### src/rtl/prog_load_pkg.sv
// Shared types and defaults for the UART program loader.
package prog_load_pkg;

   typedef enum logic [2:0] {
      IDLE,
      LEN_LO,
      LEN_HI,
      DATA,
      WRITE,
      DONE,
      ERROR
   } state_e;

   localparam int unsigned DEF_TIMEOUT_CYCLES = 10_000_000;
   localparam int unsigned DEF_MAX_WORDS      = 16384;

   function automatic logic is_busy(input state_e s);
      return (s == LEN_LO) || (s == LEN_HI) || (s == DATA) || (s == WRITE);
   endfunction

endpackage

### src/rtl/word_assembler.sv
// Collects four received bytes into a little-endian 32-bit word.
module word_assembler (
   input  logic        clock,
   input  logic        reset,
   input  logic        clear,
   input  logic        shift_en,
   input  logic [7:0]  byte_in,
   output logic        word_ready,
   output logic [31:0] word_o
);

   logic [1:0]  byte_idx_q, byte_idx_d;
   logic [31:0] word_q, word_d;

   // New bytes enter at the top so the first byte ends up in [7:0].
   always_comb begin
      byte_idx_d = byte_idx_q;
      word_d     = word_q;
      word_ready = 1'b0;
      if (clear) begin
         byte_idx_d = 2'd0;
      end else if (shift_en) begin
         word_d     = {byte_in, word_q[31:8]};
         byte_idx_d = byte_idx_q + 2'd1;
         word_ready = (byte_idx_q == 2'd3);
      end
   end

   always_ff @(posedge clock) begin
      if (!reset) begin
         byte_idx_q <= 2'd0;
         word_q     <= 32'd0;
      end else begin
         byte_idx_q <= byte_idx_d;
         word_q     <= word_d;
      end
   end

   assign word_o = word_q;

endmodule

### src/rtl/prog_load_ctrl.sv
// Loads a length-prefixed program image from a byte stream into the program ROM
// while holding the CPU in reset.
//
// state  | meaning
// IDLE   | CPU owns ROM, waiting for start
// LEN_LO | waiting for low byte of word count
// LEN_HI | waiting for high byte of word count
// DATA   | assembling a 4-byte word
// WRITE  | one-cycle ROM write strobe
// DONE   | load finished, CPU released after one cycle
// ERROR  | load aborted (oversize or timeout)
module prog_load_ctrl
   import prog_load_pkg::*;
#(
   parameter int unsigned TIMEOUT_CYCLES = DEF_TIMEOUT_CYCLES,
   parameter int unsigned MAX_WORDS      = DEF_MAX_WORDS
) (
   input  logic        clock,
   input  logic        reset,
   input  logic        start,
   input  logic        rx_valid,
   input  logic [7:0]  rx_data,
   output logic        rx_ready,
   output logic        upg_rst_o,
   output logic        upg_wen_o,
   output logic [13:0] upg_adr_o,
   output logic [31:0] upg_dat_o,
   output logic        upg_done_o,
   output logic        cpu_rst_o,
   output logic        busy,
   output logic        err
);

   localparam int unsigned    TMO_W      = $clog2(TIMEOUT_CYCLES + 1);
   localparam logic [TMO_W-1:0] TMO_RELOAD = TMO_W'(TIMEOUT_CYCLES - 1);
   localparam logic [16:0]    MAX_WORDS_L = 17'(MAX_WORDS);

   state_e             state_q, state_d;
   logic [14:0]        word_idx_q, word_idx_d;
   logic [15:0]        len_q, len_d;
   logic [TMO_W-1:0]   tmo_q, tmo_d;
   logic               cpu_rst_q, cpu_rst_d;

   logic               rx_fire;
   logic               restart;
   logic               asm_shift;
   logic               asm_clear;
   logic               word_ready;
   logic [31:0]        asm_word;
   logic [14:0]        idx_inc;
   logic [15:0]        len_new;

   assign rx_ready  = (state_q != WRITE);
   assign rx_fire   = rx_valid && rx_ready;
   assign restart   = start && ((state_q == IDLE) || (state_q == DONE) || (state_q == ERROR));
   assign asm_shift = (state_q == DATA) && rx_fire;
   // A partial word is dropped when the load times out.
   assign asm_clear = restart || ((state_q == DATA) && !rx_fire && (tmo_q == '0));
   assign idx_inc   = word_idx_q + 15'd1;
   assign len_new   = {rx_data, len_q[7:0]};

   word_assembler u_asm (
      .clock      (clock),
      .reset      (reset),
      .clear      (asm_clear),
      .shift_en   (asm_shift),
      .byte_in    (rx_data),
      .word_ready (word_ready),
      .word_o     (asm_word)
   );

   always_comb begin
      state_d    = state_q;
      word_idx_d = word_idx_q;
      len_d      = len_q;
      tmo_d      = tmo_q;
      case (state_q)
         IDLE, DONE, ERROR: begin
            if (start) begin
               state_d    = LEN_LO;
               word_idx_d = 15'd0;
               len_d      = 16'd0;
            end
         end
         LEN_LO: begin
            if (rx_fire) begin
               len_d[7:0] = rx_data;
               tmo_d      = TMO_RELOAD;
               state_d    = LEN_HI;
            end
         end
         LEN_HI: begin
            if (rx_fire) begin
               len_d = len_new;
               tmo_d = TMO_RELOAD;
               if (len_new == 16'd0)                     state_d = DONE;
               else if ({1'b0, len_new} > MAX_WORDS_L)   state_d = ERROR;
               else                                      state_d = DATA;
            end else if (tmo_q == '0) begin
               state_d = ERROR;
            end else begin
               tmo_d = tmo_q - TMO_W'(1);
            end
         end
         DATA: begin
            if (rx_fire) begin
               tmo_d = TMO_RELOAD;
               if (word_ready) state_d = WRITE;
            end else if (tmo_q == '0) begin
               state_d = ERROR;
            end else begin
               tmo_d = tmo_q - TMO_W'(1);
            end
         end
         WRITE: begin
            word_idx_d = idx_inc;
            state_d    = ({1'b0, idx_inc} == len_q) ? DONE : DATA;
         end
         default: state_d = IDLE;
      endcase
      // CPU reset covers the whole load, all of ERROR, and the first DONE cycle.
      cpu_rst_d = is_busy(state_d) || (state_d == ERROR) ||
                  ((state_d == DONE) && (state_q != DONE));
   end

   always_ff @(posedge clock) begin
      if (!reset) begin
         state_q    <= IDLE;
         word_idx_q <= 15'd0;
         len_q      <= 16'd0;
         tmo_q      <= '0;
         cpu_rst_q  <= 1'b0;
      end else begin
         state_q    <= state_d;
         word_idx_q <= word_idx_d;
         len_q      <= len_d;
         tmo_q      <= tmo_d;
         cpu_rst_q  <= cpu_rst_d;
      end
   end

   assign busy       = is_busy(state_q);
   assign upg_rst_o  = !busy;
   assign upg_wen_o  = (state_q == WRITE);
   assign upg_adr_o  = word_idx_q[13:0];
   assign upg_dat_o  = asm_word;
   assign upg_done_o = (state_q == DONE);
   assign err        = (state_q == ERROR);
   assign cpu_rst_o  = cpu_rst_q;

endmodule
### config.mk
export PLATFORM = sky130hd
export DESIGN_NAME = prog_load_ctrl
export DESIGN_NICKNAME = d
export VERILOG_FILES = /design/src/rtl/prog_load_pkg.sv /design/src/rtl/word_assembler.sv /design/src/rtl/prog_load_ctrl.sv
export SDC_FILE = /design/constraint.sdc
export NUM_CORES = 1
export LEC_CHECK = 0
export ABC_AREA = 1
export CAP_MARGIN = 0
export CORE_AREA = 2 2 96 121
export DETAILED_ROUTE_END_ITERATION = 10
export DIE_AREA = 0 0 98 123
export PLACE_DENSITY = 0.77
export SLEW_MARGIN = 0
export SYNTH_ARGS = -nofsm -noshare
export SYNTH_HDL_FRONTEND = slang
export SYNTH_HIERARCHICAL = 1
export SYNTH_SLANG_ARGS = --single-unit
export TNS_END_PERCENT = 50
### constraint.sdc
create_clock -name clock -period 2.18 [get_ports clock]
set_input_delay 0.436 -clock clock [delete_from_list [all_inputs] [get_ports clock]]
set_output_delay 0.436 -clock clock [all_outputs]
set_load 0.01 [all_outputs]
### Yosys cells after proc, flatten, opt, wreduce, memory -nomap -nowiden

Cells that the tools add are included.

* input port bits: 12
* register bits: 93
* word-level logic and storage cells: 92
* output and inout port bits: 53

* muxes and demuxes: 23
* add/subtract/negate cells: 3
* equal/unequal tests: 20
* bitwise gates (word level): 3
* order comparisons: 1
* reductions and logical operators: 34

Operators by type and width (number)
* $mux 24: 3
* $pmux 24 s2: 1
* $mux 16: 2
* $pmux 15 s2: 1
* $mux 3: 9
* $logic_not 24->1: 1
* $pmux 8 s3: 1
* $sub 24x1->24 const B: 1
* $eq 3x3->1 const B: 6
* $eq 15x16->1: 1
* $gt 16x15->1 const B: 1
* $logic_not 16->1: 1
* $pmux 8 s2: 1
* $add 15x1->15 const B: 1
* $mux 15: 1
* $pmux 3 s5: 1
* $eq 3x2->1 const B: 4
* $logic_or 1x1->1: 11
* $ne 3x3->1 const B: 3
* $mux 8: 1
* $reduce_bool 2->1: 4
* $eq 3x1->1 const B: 2
* $logic_and 1x1->1: 6
* $ne 2x2->1 const B: 3
* other kinds (11): 18

### Longest topological paths before layout

Gate-level depths: netlist (run 1).

* word-level depth: 16
* gate-level depth with buffers: 17
* mapped depth without buffers: 17

### Modules after synthesis

The synthesis (run 1) kept the hierarchy.

By module, submodules not included
* prog_load_ctrl: sequential area each 1181.1 um^2, area each 3834.9 um^2, cells each 595, instances 1
* word_assembler: sequential area each 680.7 um^2, area each 1495.2 um^2, cells each 220, instances 1

### Least setup slack after synthesis (run 1)

Ideal clock, no wire load.

* path type: register -> register
* start: reg tmo_q[0]
* end: reg cpu_rst_q, in the netlist cpu_rst_o
* slack: -0.156 ns
* buffers on the path: 0
* period minus slack after synthesis: 2.336 ns
* arrival time: 2.218 ns
* required time: 2.062 ns
* cell stages (with the launch flop): 16
* setup time: 0.118 ns
* cells stage by stage: dfxtp_1 inv_1 ha_1 inv_1 nor2_1 nand2_1 nor2_1 nand3_1 o31ai_1 nor2_1 o21ai_0 nand2_1 a21boi_1 nand2_1 nor3_1 nor2_1

* cells in the longest elaborated chain, start to end: 13
* elaborated cells on any way between the ends: 21
* classes of those cells: 6 x eq/ne; 6 x mux; 9 x reduce/logical

RTL lines
* from (decl): RTL line prog_load_ctrl.sv:41 `logic [TMO_W-1:0] tmo_q, tmo_d;`
* from (signal assigned): RTL line prog_load_ctrl.sv:137 `tmo_q <= tmo_d;`
* $logic_not 24->1 (*): RTL line prog_load_ctrl.sv:58 `assign asm_clear = restart || ((state_q == DATA) && !rx_fire && (tmo_q == '0));`
* $logic_and 1x1->1 (*): RTL line prog_load_ctrl.sv:58
* $logic_or 1x1->1 (*): RTL line prog_load_ctrl.sv:58
* via asm_clear: RTL line prog_load_ctrl.sv:47 `logic asm_clear;`
* $mux 1 (*): RTL line word_assembler.sv:20 `if (clear) begin`
* via word_ready: RTL line prog_load_ctrl.sv:48 `logic word_ready;`
* $mux 3 (*): RTL line prog_load_ctrl.sv:108 `if (word_ready) state_d = WRITE;`
* $mux 3 (*): RTL line prog_load_ctrl.sv:106 `if (rx_fire) begin`
* $pmux 3 s5 (*): RTL line prog_load_ctrl.sv:77 `case (state_q)`
* $eq 3x1->1 / $eq 3x2->1 (equally long branches): RTL line prog_load_pkg.sv:18 `return (s == LEN_LO) || (s == LEN_HI) || (s == DATA) || (s == WRITE);`
* $logic_or 1x1->1 (3 in series): RTL line prog_load_pkg.sv:18
* $logic_or 1x1->1: RTL line prog_load_ctrl.sv:122 `cpu_rst_d = is_busy(state_d) || (state_d == ERROR) ||`
* $logic_or 1x1->1 (*): RTL line prog_load_ctrl.sv:122
* to (signal assigned): RTL line prog_load_ctrl.sv:138 `cpu_rst_q <= cpu_rst_d;`
* to (decl): RTL line prog_load_ctrl.sv:42 `logic cpu_rst_q, cpu_rst_d;`

The timed path passes the listed nets; every way through them passes the cells marked *.
A chain may end at the register's enable or synchronous reset.

### Worst setup path after layout (run 1)

* start: reg tmo_q[1]
* end: reg tmo_q[12]

* cells in the longest elaborated chain, start to end: 4
* elaborated cells on any way between the ends: 7
* classes of those cells: 1 x add/sub; 1 x eq/ne; 3 x mux; 2 x reduce/logical

RTL lines (RTL line)
* $sub 24x1->24: prog_load_ctrl.sv:102, prog_load_ctrl.sv:112
* $mux 24: prog_load_ctrl.sv:99, prog_load_ctrl.sv:109
* $mux 24: prog_load_ctrl.sv:106
* $pmux 24 s2: prog_load_ctrl.sv:77

Several ways; a longest one is shown, not always the timed one. The select of a mux whose other input is x is not followed.

==> impl_results.md, run 1 <==
- Mux cell area share after synthesis: 0%
- Xor and xnor area share after synthesis: approximately 2.5%
- Final cell count without fillers: ~1100
- Vias per cell: between 5 and 6
- Deepest level of the CTS H-tree: 3
- Number of global-route vias before repair: 5146
- Delay of the slowest critical-path stage: 0.35 ns
- Die area: between 10000 and 15000 um2
- Dominant combinational cell family by area after synthesis: simple AND/OR/NAND/NOR gates
- Maximum number of pins on one net before global-route repair: 38
- Placed inst area: roughly 6400 um2
- Util after Layout: between 60% and 70%
- Highest-utilization routing layer at the global route stage: met2
- Global-route track usage on met1: 27.4%
- CTS sink cnt: 93
- Synthesized-area fraction occupied by and/or/nand/nor cells: around two fifths
- Synth Instances: a little over 800
- Total CTS buffers: 9
- DR iter-0 viols: around 270
- Fraction of the mapped netlist area in compound gates: under 10%
- Overall die width: slightly below 100 um
- Share of the cycle needed by the critical path after routing: 102%
- Number of buffers inserted for hold repair after clock tree synthesis: 0
- Crit-path max FO: 15
- Worst slew margin relative to its limit: 57.8%
- Clock tree from TritonCTS: done
- First-pass GRT wire length: about 23000 um
- Classification of the worst-slack hold path: reg2reg
- Setup skew after layout: about 0.0063 ns
- Source-to-sink clock delay at the later pin of the worst-skew pair: roughly 0.34 ns
- Count of input and output buffers: 64
- Max Fclk: 452 MHz
- Leading cell type in the layout, fill and taps excluded: sky130_fd_sc_hd__nand2_1
- YS warnings: 6
- CTS Root Buffer Type: sky130_fd_sc_hd__clkbuf_16
- Async set-reset flop share out of synthesis: 0%
- Chip Height: approximately 120 um
- Highest-count cells in the layout ignoring fill and taps: sky130_fd_sc_hd__nand2_1, sky130_fd_sc_hd__nor2_1, sky130_fd_sc_hd__inv_1
- Total global routing overflow: 0
- Classification of the worst setup path: reg2reg
- Number of diodes added for antenna fixing: 0
- Time the worst path needs with I/O delays and setup: roughly 2.2 ns
- Placed cell count: 1040
- Layout Cell Area excl Fill: 7060 um2
- Cell type with the highest occurrence count on the critical path: sky130_fd_sc_hd__buf_4
- Worst endpoint required time: 2.39 ns
- Number of distinct library cells after synthesis: between 40 and 50
- Violated checks: negative setup slack
- Total half-perimeter wirelength after legalization and detailed placement: between 9000 and 10000 um
- Run status: finished with violations
- Endpoint arrival time on the critical path: around 2.4 ns
- Initial DRT Pass Iterations: 5
- Number of ports placed on the die boundary: 65
- Met2 usage in global routing: about two fifths
- Final-report hold violation count: 0
- Num rows: 43
- Static leakage: roughly 0.0029 uW
- Most used DFF post-synth: sky130_fd_sc_hd__dfxtp_1
- Final setup vio count: 1
- Critical Path End Type: flop
- Transition time of the tightest slew-check pin: between 0.6 and 0.7 ns
- Fill cells: ~960
- Area growth from synthesis to layout: 32.5%
- Unrepaired setup endpoints after global routing: yes
- Count of antenna-violating nets left after detailed routing: 0
- Maximum clock path buffer count: 2
- Final #Nets: between 900 and 1000
- Initial core utilization: about half
- Portion of the post-synthesis area used by sequential elements: a little over a third
- Number of max-cap violations: 0
- Number of synthesized flops with an enable pin: 0
- Power per Cell Area: 1020 nW/um2
- Netlist area before placement: about 5300 um2
- Count of final max-slew check failures: 0
- Flip-flop and latch count after synthesis: 93
- Slowest stage cell on the critical path: sky130_fd_sc_hd__dfxtp_2
- Clock input transition at the sequential cells of the worst setup and hold paths: around 0.08 ns
- Critical-path cell list: inv_2 -> ha_4 -> inv_4 -> nor2_4 -> nand2_2 -> nor2_4 -> buf_4 -> buf_4 -> buf_4 -> buf_4 -> nand4_2 -> nand3_4 -> buf_8 -> o31ai_1 -> a21oi_1
- Final worst-path setup slack: -0.0338 ns
- WL final: about 14000 um
- Routability cong.: 0.929
- Ratio of cells with drive above 1 in the final layout: between 10% and 20%
- Post-synthesis net count: a little over 800
- Overall global routing resource usage: between 20% and 30%
- Avg WL per Cell: ~13 um
- Vias after detailed routing: about 5600
- Floorplan Core Area: around 11000 um2
- Critical path startpoint category: flop
- VDD IR-drop max: 0.000842 V
- Post-detailed-route DRC marker count: 0
- Post-Place Setup Slack: -0.296 ns
- Avg Synthesized Cell Area: about 6.5 um2
- Adder and majority gate portion of the synthesized area: less than 1%
- Initial antenna violation count: 0
- Met3 routing resource usage after global routing: a little under 4%
[layout make-up]
type,instances,area [um2],share of cell area (%)
multi-input combinational,574,2950,41.8
sequential,93,1870,26.5
clock buffer,9,225,3.19
timing repair buffer,152,1350,19.1
clock inverter,7,75.1,1.06
inverter,108,413,5.85
tap,135,169,2.39
[routing by layer]
| layer | vias up | wire, um |
|---|---|---|
| li1 | 2843 | - |
| met1 | 2542 | 5960 |
| met2 | 132 | 7350 |
| met3 | 36 | 638 |
| met4 | 0 | 427 |
| met5 | - | 0 |
[stage by stage]
step           setup TNS, ns  hold slack, ns  power (uW)
2_1_floorplan              0           0.431        4110
3_3_place_gp          -0.987           0.452        5050
3_5_place_dp           -2.27           0.461        5090
4_1_cts                    0           0.472        7000
5_1_grt               -0.671           0.506        7690
6_report             -0.0338           0.481        7230
[synth_stat cells, types with 4 or more instances]
library cell | instances | area (um2)
sky130_fd_sc_hd__nand2_1 | 186 | 698
sky130_fd_sc_hd__nor2_1 | 130 | 488
sky130_fd_sc_hd__inv_1 | 97 | 364
sky130_fd_sc_hd__dfxtp_1 | 93 | 1860
sky130_fd_sc_hd__nand3_1 | 93 | 465
sky130_fd_sc_hd__a21oi_1 | 46 | 230
sky130_fd_sc_hd__buf_4 | 18 | 135
sky130_fd_sc_hd__nand4_1 | 15 | 93.8
sky130_fd_sc_hd__o21ai_0 | 14 | 70.1
sky130_fd_sc_hd__nor3_1 | 12 | 60.1
sky130_fd_sc_hd__xor2_1 | 11 | 96.3
sky130_fd_sc_hd__inv_2 | 10 | 37.5
sky130_fd_sc_hd__buf_2 | 8 | 40.0
sky130_fd_sc_hd__buf_6 | 7 | 78.8
sky130_fd_sc_hd__a211oi_1 | 6 | 45.0
sky130_fd_sc_hd__nand3b_1 | 6 | 45.0
sky130_fd_sc_hd__nor2_2 | 6 | 37.5
sky130_fd_sc_hd__nor3_2 | 6 | 60.1
sky130_fd_sc_hd__clkbuf_1 | 5 | 18.8
sky130_fd_sc_hd__a31oi_1 | 4 | 25.0
sky130_fd_sc_hd__xnor2_1 | 4 | 35.0
[cells by family after synthesis]
family	after synthesis
compound gates	83
xor+xnor	15
fa+ha+maj	3
buf+inv	149
flops	93
simple gates	472
[final timing paths]
check	startpoint	to	slack, ns	cells after the start
worst max-delay path	tmo_q[1]$_SDFFE_PN0P_	tmo_q[12]$_SDFFE_PN0P_	-0.03	15
worst min-delay path	u_asm/word_o[6]$_SDFFE_PN0P_	u_asm/word_o[6]$_SDFFE_PN0P_	0.48	2
worst max register to register	tmo_q[1]$_SDFFE_PN0P_	tmo_q[12]$_SDFFE_PN0P_	-0.03	15
worst min register to register	u_asm/word_o[6]$_SDFFE_PN0P_	u_asm/word_o[6]$_SDFFE_PN0P_	0.48	2
[worst max-delay path: cells and delay by family (launching register included)]
kind | cells | cell delay (ns)
AO/OA/AOI/OAI | 2 | 0.42
adder cells (fa/ha/maj) | 1 | 0.17
buffers and inverters | 7 | 0.79
flip-flops | 1 | 0.35
AND/OR/NAND/NOR | 5 | 0.36
[where the power goes]
group          total [uW]  leakage (uW)  internal (uW)  switching, uW
clock                1590      0.000145            815            774
combinational        3440       0.00199           1490           1960
sequential           2200      0.000758           1980            219
total                7230       0.00289           4280           2950
[what timing repair did]
item | CTS | global route
hold endpoints to repair | 0 | 0
setup buffers | 21 | 2
pin swaps | 11 | 12
endpoints found under the setup margin | 8 | 25
gates resized for setup | 24 | 36
gates cloned | 0 | 1
[registers in the layout, summed over array words and instances (netlist names)]
register and flops:
tmo_q 24, state_q 3, cpu_rst_o 1, u_asm/word_o 32, len_q 16, word_idx_q 15
u_asm/byte_idx_q 2
(Power assumes the default switching activity.)
==> run 2: changes to the inputs <==
--- a/config.mk
+++ b/config.mk
@@ -11,6 +11,7 @@
 export DETAILED_ROUTE_END_ITERATION = 10
 export DIE_AREA = 0 0 98 123
 export PLACE_DENSITY = 0.77
+export RECOVER_POWER = 25
 export SLEW_MARGIN = 0
 export SYNTH_ARGS = -nofsm -noshare
 export SYNTH_HDL_FRONTEND = slang
==> results of run 2 <==
Final layout, timing and power as in run 1 (identical DEF).
==> run 3: changes to the inputs <==
--- a/config.mk
+++ b/config.mk
@@ -10,7 +10,9 @@
 export CORE_AREA = 2 2 96 121
 export DETAILED_ROUTE_END_ITERATION = 10
 export DIE_AREA = 0 0 98 123
-export PLACE_DENSITY = 0.77
+export DONT_BUFFER_PORTS = 1
+export GPL_ROUTABILITY_DRIVEN = 0
+export PLACE_DENSITY = 0.69
 export RECOVER_POWER = 25
 export SLEW_MARGIN = 0
 export SYNTH_ARGS = -nofsm -noshare
==> impl_results.md, run 3 (same netlist as run 1, synthesis figures left out) <==
- Classification of the worst setup path: reg2reg (unchanged)
- Endpoint arrival time on the critical path: 2.43 ns (about the same)
- Time the worst path needs with I/O delays and setup: 2.15 ns (was 2.21 ns)
- Num rows: 43 (unchanged)
- Number of max-cap violations: 0 (unchanged)
- Final cell count without fillers: 980 (was 1078)
- Avg WL per Cell: 14.3 um (was 13.3 um)
- Number of buffers inserted for hold repair after clock tree synthesis: 0 (unchanged)
- Number of ports placed on the die boundary: 65 (unchanged)
- Hold-critical path depth: 2 (unchanged)
- Max reg flops: 32 (unchanged)
- Number of global-route vias before repair: 4959 (was 5146)
- Setup slack of the most critical reg-to-reg path: 0.03 ns (was -0.03 ns)
- Static leakage: 0.00248 uW (was 0.00289 uW)
- Max Fclk: 464 MHz (was 452 MHz)
- R2R cell count: 15 (unchanged)
- Number of diodes added for antenna fixing: 0 (unchanged)
- CTS sink cnt: 93 (unchanged)
- Worst reg2reg endpoint: cpu_rst_o$_SDFF_PN0_ (was tmo_q[12]$_SDFFE_PN0P_)
- Maximum number of pins on one net before global-route repair: 40 (was 38)
- Total half-perimeter wirelength after legalization and detailed placement: 9980 um (was 9840 um)
- Maximum clock path buffer count: 2 (unchanged)
- Count of antenna-violating nets left after detailed routing: 0 (unchanged)
- Placed cell count: 957 (was 1040)
- Run status: finished clean (was finished with violations)
- Ratio of cells with drive above 1 in the final layout: 16.8% (was 19.2%)
- Final #Nets: 855 (was 953)
- Worst hold start: reset (was u_asm/word_o[6]$_SDFFE_PN0P_)
- Floorplan Core Area: 10900 um2 (unchanged)
- Final setup vio count: 0 (was 1)
- Overall global routing resource usage: 22.5% (was 23.1%)
- Total global routing overflow: 0 (unchanged)
- Post-detailed-route DRC marker count: 0 (unchanged)
- WL final: 14000 um (was 14400 um)
- Initial DRT Pass Iterations: 5 (unchanged)
- Power per Cell Area: 1090 nW/um2 (was 1020 nW/um2)
- Worst slew margin relative to its limit: 54.5% (was 57.8%)
- Setup skew after layout: 0.0141 ns (was 0.00626 ns)
- Count of final max-slew check failures: 0 (unchanged)
- Critical path startpoint category: flop (unchanged)
- Share of the cycle needed by the critical path after routing: 98.8% (was 102%)
- First-pass GRT wire length: 22300 um (was 23000 um)
- Crit-path max FO: 4 (was 15)
- Classification of the worst-slack hold path: in2reg (was reg2reg)
- Critical Path End Type: flop (unchanged)
- Total CTS buffers: 9 (unchanged)
- Overall die width: 98 um (unchanged)
- Clock tree from TritonCTS: done (unchanged)
- Transition time of the tightest slew-check pin: 0.682 ns (was 0.630 ns)
- Util after Layout: 55.6% (was 64.6%)
- Final-report hold violation count: 0 (unchanged)
- Startpoint of the worst-slack reg-to-reg timing path: tmo_q[4]$_SDFFE_PN0P_ (was tmo_q[1]$_SDFFE_PN0P_)
- DR iter-0 viols: 375 (was 271)
- Leading cell type in the layout, fill and taps excluded: sky130_fd_sc_hd__nand2_1 (unchanged)
- Deepest level of the CTS H-tree: 3 (unchanged)
- Worst endpoint required time: 2.46 ns (was 2.39 ns)
- Initial core utilization: 48.8% (unchanged)
- Die area: 12100 um2 (unchanged)
- Vias after detailed routing: 5229 (was 5553)
- Count of input and output buffers: 0 (was 64)
- Highest-count cells in the layout ignoring fill and taps: sky130_fd_sc_hd__nand2_1, sky130_fd_sc_hd__nor2_1, sky130_fd_sc_hd__inv_1, sky130_fd_sc_hd__nand3_1, sky130_fd_sc_hd__dfxtp_1 (was sky130_fd_sc_hd__nand2_1, sky130_fd_sc_hd__nor2_1, sky130_fd_sc_hd__inv_1)
- Source-to-sink clock delay at the later pin of the worst-skew pair: 0.35 ns (was 0.34 ns)
- Area growth from synthesis to layout: 13.9% (was 32.5%)
- Terminating pin of the worst hold path: u_asm/word_o[21]$_SDFFE_PN0P_ (was u_asm/word_o[6]$_SDFFE_PN0P_)
- Clock input transition at the sequential cells of the worst setup and hold paths: 0.08 ns (about the same)
- Chip Height: 123 um (unchanged)
- VDD IR-drop max: 0.000811 V (was 0.000842 V)
- CTS Root Buffer Type: sky130_fd_sc_hd__clkbuf_16 (unchanged)
- Initial antenna violation count: 0 (unchanged)
- Vias per cell: 5.34 (was 5.15)
- Unrepaired setup endpoints after global routing: yes (unchanged)
-- run 3: changes by cell type in the layout (fill, tap and decap cells not counted), sizes merged --
| cell | previous run | this run |
|---|---|---|
| nor2 | 142 | 143 |
| clkdlybuf4s50 | 63 | 0 |
| buf | 88 | 53 |
| dlymetal6s2s | 1 | 0 |
| clkinv | 3 | 4 |
| clkinvlp | 1 | 0 |
-- run 3: critical path, stage by stage (launching register included) --
cell	delay, ns
sky130_fd_sc_hd__dfxtp_1	0.34
sky130_fd_sc_hd__nor2_1	0.14
sky130_fd_sc_hd__nand2_2	0.09
sky130_fd_sc_hd__nor2_4	0.12
sky130_fd_sc_hd__nand2_2	0.08
sky130_fd_sc_hd__nor2_4	0.12
sky130_fd_sc_hd__nand3_2	0.11
sky130_fd_sc_hd__o31ai_4	0.30
sky130_fd_sc_hd__nor2_2	0.09
sky130_fd_sc_hd__nor3_2	0.17
sky130_fd_sc_hd__nor2_1	0.05
sky130_fd_sc_hd__o21ai_1	0.07
sky130_fd_sc_hd__a21o_1	0.17
sky130_fd_sc_hd__buf_4	0.13
sky130_fd_sc_hd__nor3_2	0.03
sky130_fd_sc_hd__nor2_1	0.09
-- run 3: power by group --
| group | leakage, uW | internal, uW | switching (uW) |
|---|---|---|---|
| sequential | 0.000757 | 1970 | 243 |
| clock | 0.000149 | 816 | 762 |
| combinational | 0.00158 | 1070 | 1740 |
| total | 0.00248 | 3860 | 2750 |
-- run 3: final cells by class --
| type | instances | area, um2 |
|---|---|---|
| clock buffer | 9 | 225 |
| clock inverter | 7 | 76.3 |
| fill | 1042 | 4850 |
| inverter | 108 | 408 |
| multi-input combinational | 575 | 2910 |
| sequential | 93 | 1870 |
| tap | 135 | 169 |
| timing repair buffer | 53 | 414 |
-- run 3: worst max path at each step --
| stage | startpoint | endpoint | slack, ns |
|---|---|---|---|
| floorplan | tmo_q[0]$_SDFFE_PN0P_ | cpu_rst_o$_SDFF_PN0_ | 0.03 |
| global placement | tmo_q[0]$_SDFFE_PN0P_ | cpu_rst_o$_SDFF_PN0_ | 0.03 |
| detailed placement | tmo_q[0]$_SDFFE_PN0P_ | cpu_rst_o$_SDFF_PN0_ | -0.1 |
| CTS | tmo_q[1]$_SDFFE_PN0P_ | cpu_rst_o$_SDFF_PN0_ | 0.006 |
| global route | tmo_q[4]$_SDFFE_PN0P_ | cpu_rst_o$_SDFF_PN0_ | -0.14 |
| finish | tmo_q[4]$_SDFFE_PN0P_ | cpu_rst_o$_SDFF_PN0_ | 0.03 |
-- run 3: what timing repair did --
action / 4_1_cts / 5_1_grt
setup buffers: 0 / 5
endpoints found under the hold margin: 0 / 0
pin swaps: 0 / 17
resized for setup: 5 / 36
endpoints found under the setup margin: 3 / 23
cloned: 0 / 2
-- run 3: metrics by stage --
stage	setup TNS [ns]	hold WS, ns	total power, uW	worst slack (ns)	cell area (um2)
global placement	0	0.450	4710	0.0333	5600
global route	-0.267	0.197	7040	-0.144	6070
floorplan	0	0.431	4110	0.0267	5340
detailed placement	-0.102	0.466	4780	-0.0954	5600
CTS	0	0.197	6400	0.00643	5920
finish	0	0.217	6610	0.0271	6070
-- run 3: metal layers --
layer | GRT usage, % | part of all wire, %
met1 | 25.1 | 41
met2 | 39.4 | 50
met3 | 5.99 | 6.3
met4 | 11.8 | 2.8
met5 | 0 | 0
